===== src/rtl/aes_v2_mix_sequencer.sv =====
// aes_v2_mix_sequencer: issues each column of an AES state to a MixColumns FU and gathers the results
module aes_v2_mix_sequencer #(
  parameter int NUM_COLS = 4
) (
  input  logic                     g_clk,
  input  logic                     g_resetn,
  input  logic                     req_valid,
  output logic                     req_ready,
  input  logic                     req_enc,
  input  logic [32*NUM_COLS-1:0]   req_state,
  output logic                     rsp_valid,
  input  logic                     rsp_ready,
  output logic [32*NUM_COLS-1:0]   rsp_state,
  output logic                     fu_valid,
  output logic [31:0]              fu_rs1,
  output logic [31:0]              fu_rs2,
  output logic                     fu_enc,
  input  logic                     fu_ready,
  input  logic [31:0]              fu_rd
);
  localparam int W  = 32 * NUM_COLS;
  localparam int CW = NUM_COLS > 1 ? $clog2(NUM_COLS) : 1;

  typedef enum logic [1:0] {IDLE, ISSUE, DONE} state_e;

  state_e          state_q, state_d;
  logic [CW-1:0]   col_q, col_d;
  logic [W-1:0]    buf_q, buf_d;
  logic            enc_q, enc_d;
  logic [31:0]     col_word;

  assign col_word  = buf_q[32*col_q +: 32];
  assign req_ready = state_q == IDLE;
  assign fu_valid  = state_q == ISSUE;
  assign rsp_valid = state_q == DONE;
  assign fu_rs1    = fu_valid ? col_word : '0;
  assign fu_rs2    = fu_rs1;
  assign fu_enc    = enc_q;
  assign rsp_state = buf_q;

  // State, column index, in-place operand/result buffer and direction latch
  always_ff @(posedge g_clk or negedge g_resetn) begin
    if (!g_resetn) begin
      state_q <= IDLE;
      col_q   <= '0;
      buf_q   <= '0;
      enc_q   <= 1'b0;
    end else begin
      state_q <= state_d;
      col_q   <= col_d;
      buf_q   <= buf_d;
      enc_q   <= enc_d;
    end
  end

  // Next state: accept in IDLE, write back one column per FU handshake, hold result until consumed
  always_comb begin
    state_d = state_q;
    col_d   = col_q;
    buf_d   = buf_q;
    enc_d   = enc_q;
    case (state_q)
      IDLE: if (req_valid) begin
        state_d = ISSUE;
        buf_d   = req_state;
        enc_d   = req_enc;
        col_d   = '0;
      end
      ISSUE: if (fu_ready) begin
        buf_d[32*col_q +: 32] = fu_rd;
        if (col_q == CW'(NUM_COLS - 1)) state_d = DONE;
        else col_d = col_q + 1'b1;
      end
      DONE: if (rsp_ready) state_d = IDLE;
      default: state_d = IDLE;
    endcase
  end
endmodule


===== config.mk =====
export PLATFORM = sky130hd
export DESIGN_NAME = aes_v2_mix_sequencer
export DESIGN_NICKNAME = d
export VERILOG_FILES = /design/src/rtl/aes_v2_mix_sequencer.sv
export SDC_FILE = /design/constraint.sdc
export NUM_CORES = 1
export LEC_CHECK = 0
export CAP_MARGIN = 25
export CORE_AREA = 2 2 141 143
export CTS_CLUSTER_DIAMETER = 40
export CTS_CLUSTER_SIZE = 10
export DETAILED_ROUTE_END_ITERATION = 10
export DIE_AREA = 0 0 143 145
export GPL_TIMING_DRIVEN = 0
export HOLD_SLACK_MARGIN = 0.12
export PLACE_DENSITY = 0.83
export SLEW_MARGIN = 10
export SYNTH_ARGS = -nofsm -noshare
export SYNTH_HDL_FRONTEND = slang
export SYNTH_SLANG_ARGS = --single-unit

===== constraint.sdc =====
create_clock -name g_clk -period 5.35 [get_ports g_clk]
set_input_delay 1.07 -clock g_clk [delete_from_list [all_inputs] [get_ports g_clk]]
set_output_delay 1.07 -clock g_clk [all_outputs]
set_load 0.02 [all_outputs]

* Yosys cells after proc, flatten, opt, wreduce, memory -nomap -nowiden
Index checks and enable logic that the tools add are counted.
** Word-level totals
- Register bits after elaboration :: 133
- Bits in latches :: 0
- Bits in writable memories :: 0
- Bits in read-only memories :: 0
- Input port bits :: 166
- Output and inout bits :: 196
- Word-level logic and storage cells :: 37
- Memories :: 0
** Operators by class
- $add $sub $neg :: 2
- Multiply operators :: 0
- Div/mod/pow operators :: 0
- $lt $le $gt $ge :: 0
- Eq/ne operators :: 8
- Shifts and indexed selects :: 3
- Muxes and demuxes :: 14
- Bitwise logic cells :: 0
- Reductions and logical operators :: 6
** Operators with widths (number)
- 2-to-1 mux 128 bit :: 2
- one-hot mux 128 bit (2 select lines) :: 1
- bitwise mux 128 bit :: 1
- variable shift 32 x 34 -> 128 bit, first input constant :: 1
- indexed part select 128 x 8 -> 32 bit :: 1
- indexed part select 32 x 34 -> 128 bit :: 1
- negation 7 -> 34 bit :: 1
- 2-to-1 mux 32 bit :: 1
- 2-to-1 mux 2 bit :: 7
- AND reduction 4 bit :: 2
- inequality test 2 x 1 -> 1 bit, second input constant :: 3
- one-hot mux 2 bit (3 select lines) :: 1
- equality test 2 bit, second input constant :: 2
- inequality test 2 bit, second input constant :: 2
- one-hot mux 2 bit (2 select lines) :: 1
- AND reduction 3 bit :: 1
- adder 2 x 1 -> 2 bit, second input constant :: 1
- equality test 2 x 1 -> 1 bit, second input constant :: 1
- zero test 2 bit :: 1
- AND reduction 2 bit :: 1
- nonzero test 2 bit :: 1

* Depth between registers and ports, before layout
Gate-level depths: netlist (run 1).
- Word-level depth :: 5
- Gate-level depth with buffers :: 9
- Depth with buffers taken out :: 5

* Worst setup path before layout (run 1)
Ideal clock, no wire load.
- Path type :: reg-to-output
- Start :: register col_q[0]
- End :: output fu_rs2[10]
- Arrival time :: 1769 ps
- Path slack :: 2511 ps
- Cell stages (with the launch flop) :: 6
- Buffers on the path :: 3
- Cell sequence :: dfrtp_1 -> buf_4 -> buf_4 -> mux4_2 -> and2_1 -> buf_4
** Between the ends
- Word-level cells in the longest chain between the ends :: 2
** Ends and longest elaborated chain
- start: declaration :: line 27 : logic [CW-1:0] col_q, col_d;
- start signal: assignment :: line 50 : col_q <= col_d;
- indexed part select 128 x 8 -> 32 bit :: line 32 : assign col_word = buf_q[32*col_q +: 32];
- 2-to-1 mux 32 bit :: line 36 : assign fu_rs1 = fu_valid ? col_word : '0;
- end: declaration :: line 16 : output logic [31:0] fu_rs2,
Every way passes these cells.

* Worst setup path in the final report (run 1)
- Start :: register col_q[1]
- End :: output fu_rs2[21]
The elaborated chain is that of the path after synthesis.

==> results.tsv, run 1 <==
metric	value	unit
Post-Synthesis Net Count	836	
DR WL/cell	25.3	µm
leading area contributor after synthesis	dfrtp_1	
ANT nets after route	0	
Final Hold Viols	0	
via count	7835	
grt ovf	0	
YS warnings	0	
Nets	1217	
Max clock buf depth	2	
largest net degree at the start of global routing	72	
Async S/R FF share, synth	100	%
clk slew on worst S/H paths	0.06	ns
pre-CTS WS	1.60	ns
Core Util, Final	67.6	%
pwr/cell area	663	nW/µm²
CP max FO	10	
row cnt	51	
synthesized instance count	664	
Max-cap violations	0	
Post-synth EDFFs	0	
Die W	143	µm
Area Growth Syn to Fin	54.4	%
Slew @ Worst Pin	0.825	ns
r2r startpoint	col_q[0]	
crit path capture type	output port	
Critical Path Start Type	register	
Die Ht	145	µm
hold path startpoint	fu_enc	
sequential area share after synthesis	39.6	%
CTS Hold Bufs	0	
status	complete, no violations	
Post-Route WL	33400	µm
hold depth	1	
initial antenna violation count	1	
Final Skew	0.00550	ns
Post-CTS Setup Inserts	0	
#FFs+latches synth	133	
leakage power	5.34	nW
Resized Gates After CTS	0	
setup ws final	1.17	ns
die area	20700	µm²
synthesized area	8410	µm²
DRT Pass-1 Iters	5	
RSZ-0062 raised after global routing	false	
worst setup path class	register to output port	
final worst-path cycle share	78.1	%
hpwl dp	24300	µm
layout cell share with drive strength beyond 1	26.0	%
Worst Reg-to-Reg Cells	9	
Worst Path Required	4.28	ns
Initial Utilization	43.8	%
Most used DFF post-synth	dfrtp_1	
post-synth cell types	29	
origin of the worst setup path	col_q[1]	
Num CTS Buffers	17	
hold crit path type	register to register	
final max-slew violation count	0	
Worst-Skew Late Latency	0.43	ns
CORE AREA	19200	µm²
vias per cell	5.92	
depth of the CTS H-tree	4	
DRC	0	
top post-synthesis cells by area	dfrtp_1, mux2_2, a32o_1	
Slew HR	45.0	%
Max VDD drop	0.355	mV
fin crit period	4.18	ns
IO Port Bufs	361	
I/O pins	362	
Mean Syn Cell Area	12.7	µm²
first-pass GRT wire length	50200	µm
routability cong.	0.851	
Total Routing Usage GR	32.5	%
CTS tree	done	
total power	8.61	mW
vias in the first global route	8262	
CP arrival	3.11	ns
antenna cells	0	
clk sinks	133	
Final setup viols	0	
FMAX	239	MHz
Initial DRC Count	471	
CTS root buf	clkbuf_16	
Synth top area share	39.6	%
final cells by class:
cell class,instances,area [µm²]
Fill cell,1436,6220
Multi-Input combinational cell,420,4420
Timing Repair Buffer,362,3640
Sequential cell,133,3330
Buffer,107,646
Clock buffer,23,478
Tap cell,265,332
Clock inverter,9,125
Inverter,4,15.0
metrics by stage:
step | instance area (µm²) | std cells | hold slack, ns | setup TNS [ns]
floorplan | 8410 | 664 | 0.615 | 0
global placement | 12400 | 1290 | 0.513 | -311.17
finish | 13000 | 1323 | 0.501 | 0
detailed placement | 12400 | 1291 | 0.507 | 0
global route | 13000 | 1323 | 0.550 | 0
CTS | 13000 | 1323 | 0.520 | 0
routing by layer:
layer  routed length, µm  track usage (%)  vias to the layer above
met5                   0                0                        -
met4                1100             15.0                        0
met3                2840             6.57                       81
met2               16500             54.1                      486
met1               13000             40.3                     3952
li1                    -                -                     3316
placed cells by master, fill, tap and decap left out, types with 2 or more instances in the layout:
master           count
a21oi_1              2
a21oi_2              4
a32o_1              96
and2_1              64
buf_1                2
buf_2               27
buf_4               40
buf_6                9
bufinv_16            3
clkbuf_1            33
clkbuf_16           17
clkbuf_8             3
clkdlybuf4s50_1    360
clkinv_2             4
clkinvlp_4           2
dfrtp_1            133
ha_1                 6
inv_1                3
mux2_2             108
mux2_4              20
mux2i_1              2
mux4_2              32
nand2_1              5
nand2b_4             2
nand3_1              4
nand3b_1            33
nor2b_1              3
o2bb2ai_1           33
synth_stat cells, types with 2 or more instances:
cell and number:
a21oi_1 2, a21oi_2 4, a32o_1 96, and2_1 64, buf_1 2, buf_2 27, buf_4 40, buf_6 8
clkbuf_1 30, dfrtp_1 133, ha_1 6, inv_1 3, mux2_2 108, mux2_4 20, mux2i_1 2, mux4_2 32
nand2_1 5, nand2b_4 2, nand3_1 4, nand3b_1 33, nor2b_1 3, o2bb2ai_1 33
where the power goes:
part	switching [mW]	internal, mW	total, mW
Clock	0.453	0.767	1.22
Sequential	0.400	1.43	1.83
Combinational	2.78	2.77	5.56
flip-flops by register name, summed over array words and instances, names as in the netlist:
register / count
state_q: 2
col_q: 2
fu_enc: 1
rsp_state: 128
cells by family (layout without fill, tap and decap cells):
group / count (synthesis) / after routing / synth area share, %
mux: 163 / 163 / 27.0
compound gates: 135 / 135 / 15.4
flops: 133 / 133 / 39.6
simple gates: 116 / 116 / 9.31
buf+inv: 111 / 505 / 7.85
fa+ha+maj: 6 / 6 / 0.893
worst paths after layout:
path                            slack, ns       endpoint
worst min register to register       0.50         fu_enc
min in group asynchronous            0.63         fu_enc
worst max register to register       2.04  rsp_state[26]
worst max-delay path                 1.17     fu_rs2[21]
max in group asynchronous            3.91  rsp_state[47]
worst min-delay path                 0.50         fu_enc
critical path: stages (launching register included):
cell and delay [ns]:
dfrtp_1 0.41, clkbuf_1 0.34, clkbuf_1 0.63, mux4_2 0.40
and2_1 0.21, buf_4 0.14, clkdlybuf4s50_1 0.55
Power figures use the tool's default switching activity.
==> run 2: changes to the inputs <==
--- a/config.mk
+++ b/config.mk
@@ -6,14 +6,14 @@
 export NUM_CORES = 1
 export LEC_CHECK = 0
 export CAP_MARGIN = 25
-export CORE_AREA = 2 2 141 143
+export CORE_AREA = 2 2 143 145
 export CTS_CLUSTER_DIAMETER = 40
 export CTS_CLUSTER_SIZE = 10
 export DETAILED_ROUTE_END_ITERATION = 10
-export DIE_AREA = 0 0 143 145
+export DIE_AREA = 0 0 145 147
 export GPL_TIMING_DRIVEN = 0
 export HOLD_SLACK_MARGIN = 0.12
-export PLACE_DENSITY = 0.83
+export PLACE_DENSITY = 0.81
 export SLEW_MARGIN = 10
 export SYNTH_ARGS = -nofsm -noshare
 export SYNTH_HDL_FRONTEND = slang
==> constraint.sdc (replaced) <==
create_clock -name g_clk -period 4.3 [get_ports g_clk]
set_input_delay 0.86 -clock g_clk [delete_from_list [all_inputs] [get_ports g_clk]]
set_output_delay 0.86 -clock g_clk [all_outputs]
set_load 0.02 [all_outputs]
==> run 2 against run 1 <==
  * First-iteration DRC count rose by 2.5%
  * Sequential share of layout area about the same
  * Via count down 0.98%
  * Die area up 2.8%
  * Critical path type unchanged
  * Setup slack got worse by 0.86 ns
  * Combinational power rose by 24%
  * Worst hold slack worse by 0.081 ns
==> results.tsv, run 2 (same netlist as run 1, synthesis figures left out) <==
metric	value	unit
vias in the first global route	8167	
CP arrival	3.13	ns
Initial DRC Count	483	
pwr/cell area	825	nW/µm²
vias per cell	5.85	
R2R setup slack	0.96	ns
met1 Use GR	38.2	%
most frequent cells in the layout	clkdlybuf4s50_1, dfrtp_1, mux2_2	
Final Hold Viols	0	
Sw Share	42.2	%
worst setup path class	register to output port	
leakage power	5.34	nW
Die W	145	µm
Nets	1217	
Critical Path Start Type	register	
die area	21300	µm²
Slowest Stage Delay on Critical Path	0.66	ns
clk slew on worst S/H paths	0.06	ns
crit path capture type	output port	
CORE AREA	19800	µm²
hpwl dp	24300	µm
layer with the highest usage	met2	
DR WL/cell	25.2	µm
IO Port Bufs	361	
Post-CTS Setup Inserts	0	
total power	10.7	mW
Seq pwr share	21.3	%
routability cong.	0.881	
Num CTS Buffers	17	
row cnt	52	
met3 Track Usage GR	6.34	%
Worst Path Required	3.44	ns
ANT nets after route	0	
DRT Pass-1 Iters	5	
P_sw	4.53	mW
setup ws final	0.312	ns
clk sinks	133	
via count	7758	
I/O pins	362	
Worst Reg-to-Reg Cells	9	
Die Ht	147	µm
largest net degree at the start of global routing	74	
Crit-path slowest cell	clkbuf_1	
antenna cells	0	
grt ovf	0	
Worst-Skew Late Latency	0.42	ns
hold crit path type	input pin to async pin	
Max clock buf depth	2	
first-pass GRT wire length	49800	µm
Gate power share	64.6	%
clock share of power	14.1	%
FMAX	251	MHz
CP most frequent cell	clkbuf_1	
pre-CTS WS	0.722	ns
depth of the CTS H-tree	4	
Max-cap violations	0	
layout cell share with drive strength beyond 1	25.9	%
Post-Route WL	33400	µm
Final Skew	0.00598	ns
r2r startpoint	col_q[0]	
commonest non-fill, non-tap cell in the layout	clkdlybuf4s50_1	
final max-slew violation count	0	
P_int	6.19	mW
CTS tree	done	
Max VDD drop	0.382	mV
fin crit period	3.99	ns
cells along the critical path	clkbuf_1, clkbuf_1, mux4_2, and2_1, buf_4, clkdlybuf4s50_1	
CTS Hold Bufs	0	
Slew @ Worst Pin	0.804	ns
grt met2 use	52.5	%
CP max FO	10	
DRC	0	
number of flip-flops in the largest register	128	
reg-to-reg endpoint	rsp_state[14]	
Slew HR	46.4	%
RSZ-0062 raised after global routing	false	
initial antenna violation count	1	
Total Routing Usage GR	30.9	%
Resized Gates After CTS	0	
Area Growth Syn to Fin	54.5	%
Final setup viols	0	
final worst-path cycle share	92.7	%
Initial Utilization	42.4	%
status	complete, no violations	
CTS root buf	clkbuf_16	
[run 2: cell types whose count changed in the layout (fill, tap and decap cells not counted), sizes merged]
cell / change
clkinv: -1
[run 2: final cells by class]
| type | instances | area, µm² |
|---|---|---|
| Clock buffer | 23 | 478 |
| Clock inverter | 8 | 124 |
| Fill cell | 1538 | 6850 |
| Tap cell | 270 | 338 |
| Inverter | 4 | 15.0 |
| Sequential cell | 133 | 3330 |
| Timing Repair Buffer | 362 | 3640 |
| Buffer | 107 | 646 |
| Multi-Input combinational cell | 420 | 4420 |
[run 2: critical path, delay by kind of cell (launching register included)]
family        cells  cell delay, ns
mux               1            0.40
buf+inv           4            1.70
simple gates      1            0.20
flops             1            0.40
[run 2: per-layer routing]
layer / wire, µm / share of wire (%) / vias up
li1: - / - / 3317
met1: 13000 / 39 / 3906
met5: 13 / 0.039 / -
met3: 2590 / 7.8 / 86
met4: 1380 / 4.1 / 2
met2: 16400 / 49 / 447
[run 2: metrics by stage]
step | util, % | TNS (ns) | hold slack, ns | instance area [µm²] | cells
after detailed placement | 62.4 | 0 | 0.484 | 12400 | 1296
final | 65.5 | 0 | 0.420 | 13000 | 1327
after floorplan | - | 0 | 0.564 | 8410 | 664
after global routing | 65.5 | 0 | 0.458 | 13000 | 1327
after CTS | 65.5 | 0 | 0.441 | 13000 | 1327
after global placement | 62.3 | -426.82 | 0.478 | 12400 | 1295
[run 2: how the worst max path moves through the flow]
stage | startpoint | end | slack [ns]
3_5_place_dp | col_q[1] | fu_rs2[20] | 0.72
5_1_grt | col_q[1] | fu_rs2[20] | 0.25
2_1_floorplan | col_q[0] | fu_rs2[10] | 1.67
3_3_place_gp | g_resetn | rsp_state[49] | -3.22
6_report | col_q[1] | fu_rs2[20] | 0.31
4_1_cts | col_q[1] | fu_rs2[20] | 0.28
[run 2: power groups by stage]
stage	sequential, mW	clock [mW]	combinational, mW
6_report	2.28	1.51	6.92
5_1_grt	2.34	1.59	7.24
4_1_cts	2.27	1.52	6.93
3_5_place_dp	2.28	0	6.90
3_3_place_gp	2.26	0	6.80
2_1_floorplan	2.75	0	3.46
==> run 3: changes to the inputs <==
--- a/config.mk
+++ b/config.mk
@@ -5,7 +5,6 @@
 export SDC_FILE = /design/constraint.sdc
 export NUM_CORES = 1
 export LEC_CHECK = 0
-export CAP_MARGIN = 25
 export CORE_AREA = 2 2 143 145
 export CTS_CLUSTER_DIAMETER = 40
 export CTS_CLUSTER_SIZE = 10
==> run 3 against run 2 <==
  * Maximum frequency unchanged
  * Via count unchanged
  * First-iteration DRC count unchanged
  * Register-to-register slack hardly changed
  * Total power did not move
  * Wire length did not move
  * Clock power about the same
  * Clock skew unchanged
  * Sequential power barely moved
  * Setup slack stayed put
  * Highest routed layer unchanged
==> results.tsv, run 3 (same netlist as run 1, synthesis figures left out) <==
metric	value	unit
status	complete, no violations	
largest net degree at the start of global routing	74	
clk slew on worst S/H paths	0.06	ns
R2R setup slack	0.96	ns
grt ovf	0	
Initial Utilization	42.4	%
fin crit period	3.99	ns
grt met2 use	52.5	%
Die W	145	µm
reg-to-reg endpoint	rsp_state[14]	
r2r startpoint	col_q[0]	
most frequent cells in the layout	clkdlybuf4s50_1, dfrtp_1, mux2_2	
final max-slew violation count	0	
pwr/cell area	825	nW/µm²
DRC	0	
Resized Gates After CTS	0	
initial antenna violation count	1	
Post-Route WL	33400	µm
worst hold slack	0.420	ns
Max-cap violations	0	
vias per cell	5.85	
met1 Use GR	38.2	%
clk sinks	133	
I/O pins	362	
layout cell share with drive strength beyond 1	25.9	%
die area	21300	µm²
vias in the first global route	8167	
Die Ht	147	µm
cells along the critical path	clkbuf_1, clkbuf_1, mux4_2, and2_1, buf_4, clkdlybuf4s50_1	
FILL cells	1538	
CP max FO	10	
final worst-path cycle share	92.7	%
Area Growth Syn to Fin	54.5	%
met3 Track Usage GR	6.34	%
Max clock buf depth	2	
Slew @ Worst Pin	0.804	ns
row cnt	52	
DRT Pass-1 Iters	5	
Max VDD drop	0.382	mV
number of flip-flops in the largest register	128	
Nets	1217	
Worst-Skew Late Latency	0.42	ns
Worst Reg-to-Reg Cells	9	
worst setup path class	register to output port	
Final Skew	0.00598	ns
via count	7758	
DR WL/cell	25.2	µm
CTS root buf	clkbuf_16	
FMAX	251	MHz
hpwl dp	24300	µm
crit path capture type	output port	
Worst Path Required	3.44	ns
CTS Hold Bufs	0	
Total Routing Usage GR	30.9	%
Post-CTS Setup Inserts	0	
depth of the CTS H-tree	4	
hold crit path type	input pin to async pin	
Final Hold Viols	0	
Initial DRC Count	483	
CTS tree	done	
IO Port Bufs	361	
RSZ-0062 raised after global routing	false	
CP most frequent cell	clkbuf_1	
antenna cells	0	
CP arrival	3.13	ns
Core Util, Final	65.5	%
ANT nets after route	0	
Critical Path Start Type	register	
Slowest Stage Delay on Critical Path	0.66	ns
Slew HR	46.4	%
first-pass GRT wire length	49800	µm
commonest non-fill, non-tap cell in the layout	clkdlybuf4s50_1	
CORE AREA	19800	µm²
Worst Path Buf+Inv	4	
Num CTS Buffers	17	
family with the most delay on the worst path	buffers and inverters	
routability cong.	0.881	
Crit-path slowest cell	clkbuf_1	
Final setup viols	0	
layer with the highest usage	met2	
leakage power	5.34	nW
[run 3: cell counts in the layout (fill, tap and decap cells not counted)]
No cell type changed its count.
[run 3: worst max path at each step]
stage / startpoint / to / slack, ns / depth (start not counted)
CTS: col_q[1] / fu_rs2[20] / 0.28 / 6
finish: col_q[1] / fu_rs2[20] / 0.31 / 6
floorplan: col_q[0] / fu_rs2[10] / 1.67 / 5
global route: col_q[1] / fu_rs2[20] / 0.25 / 6
global placement: g_resetn / rsp_state[49] / -3.22 / 1
detailed placement: col_q[1] / fu_rs2[20] / 0.72 / 6
[run 3: final cells by class]
class                      count  area [µm²]  share of cell area, %
buffer                       107         646                   4.97
clock inverter                 8         124                  0.953
multi-input combinational    420        4420                   34.0
sequential                   133        3330                   25.6
tap                          270         338                   2.60
clock buffer                  23         478                   3.68
timing repair buffer         362        3640                   28.0
inverter                       4        15.0                  0.116
[run 3: worst reg2reg max path: cells and delay by family, from the launching register on]
kind	cells	cell delay, ns
buffers and inverters	5	1.76
adders and majority gates	1	0.38
AOI/OAI and AO/OA	1	0.18
DFF	1	0.47
muxes	1	0.29
and+or+nand+nor	1	0.13
[run 3: report_power, final]
part / leakage [nW] / switching, mW / total [mW] / internal [mW]
clock network: 0.289 / 0.559 / 1.51 / 0.954
registers: 1.75 / 0.496 / 2.28 / 1.79
logic: 3.30 / 3.47 / 6.92 / 3.45
[run 3: metrics by stage]
step                cell area (µm²)  power [mW]  std cells  setup slack, ns  TNS (ns)
floorplan                      8410        6.21        664             1.67         0
global placement              12400        9.06       1295            -3.22   -426.82
detailed placement            12400        9.18       1296            0.722         0
CTS                           13000        10.7       1327            0.275         0
global route                  13000        11.2       1327            0.253         0
finish                        13000        10.7       1327            0.312         0
[run 3: per-layer routing]
layer	wire, µm	part of all wire, %	up-vias
met5	13	0.039	-
met4	1380	4.1	2
met3	2590	7.8	86
met2	16400	49	447
met1	13000	39	3906
li1	-	-	3317
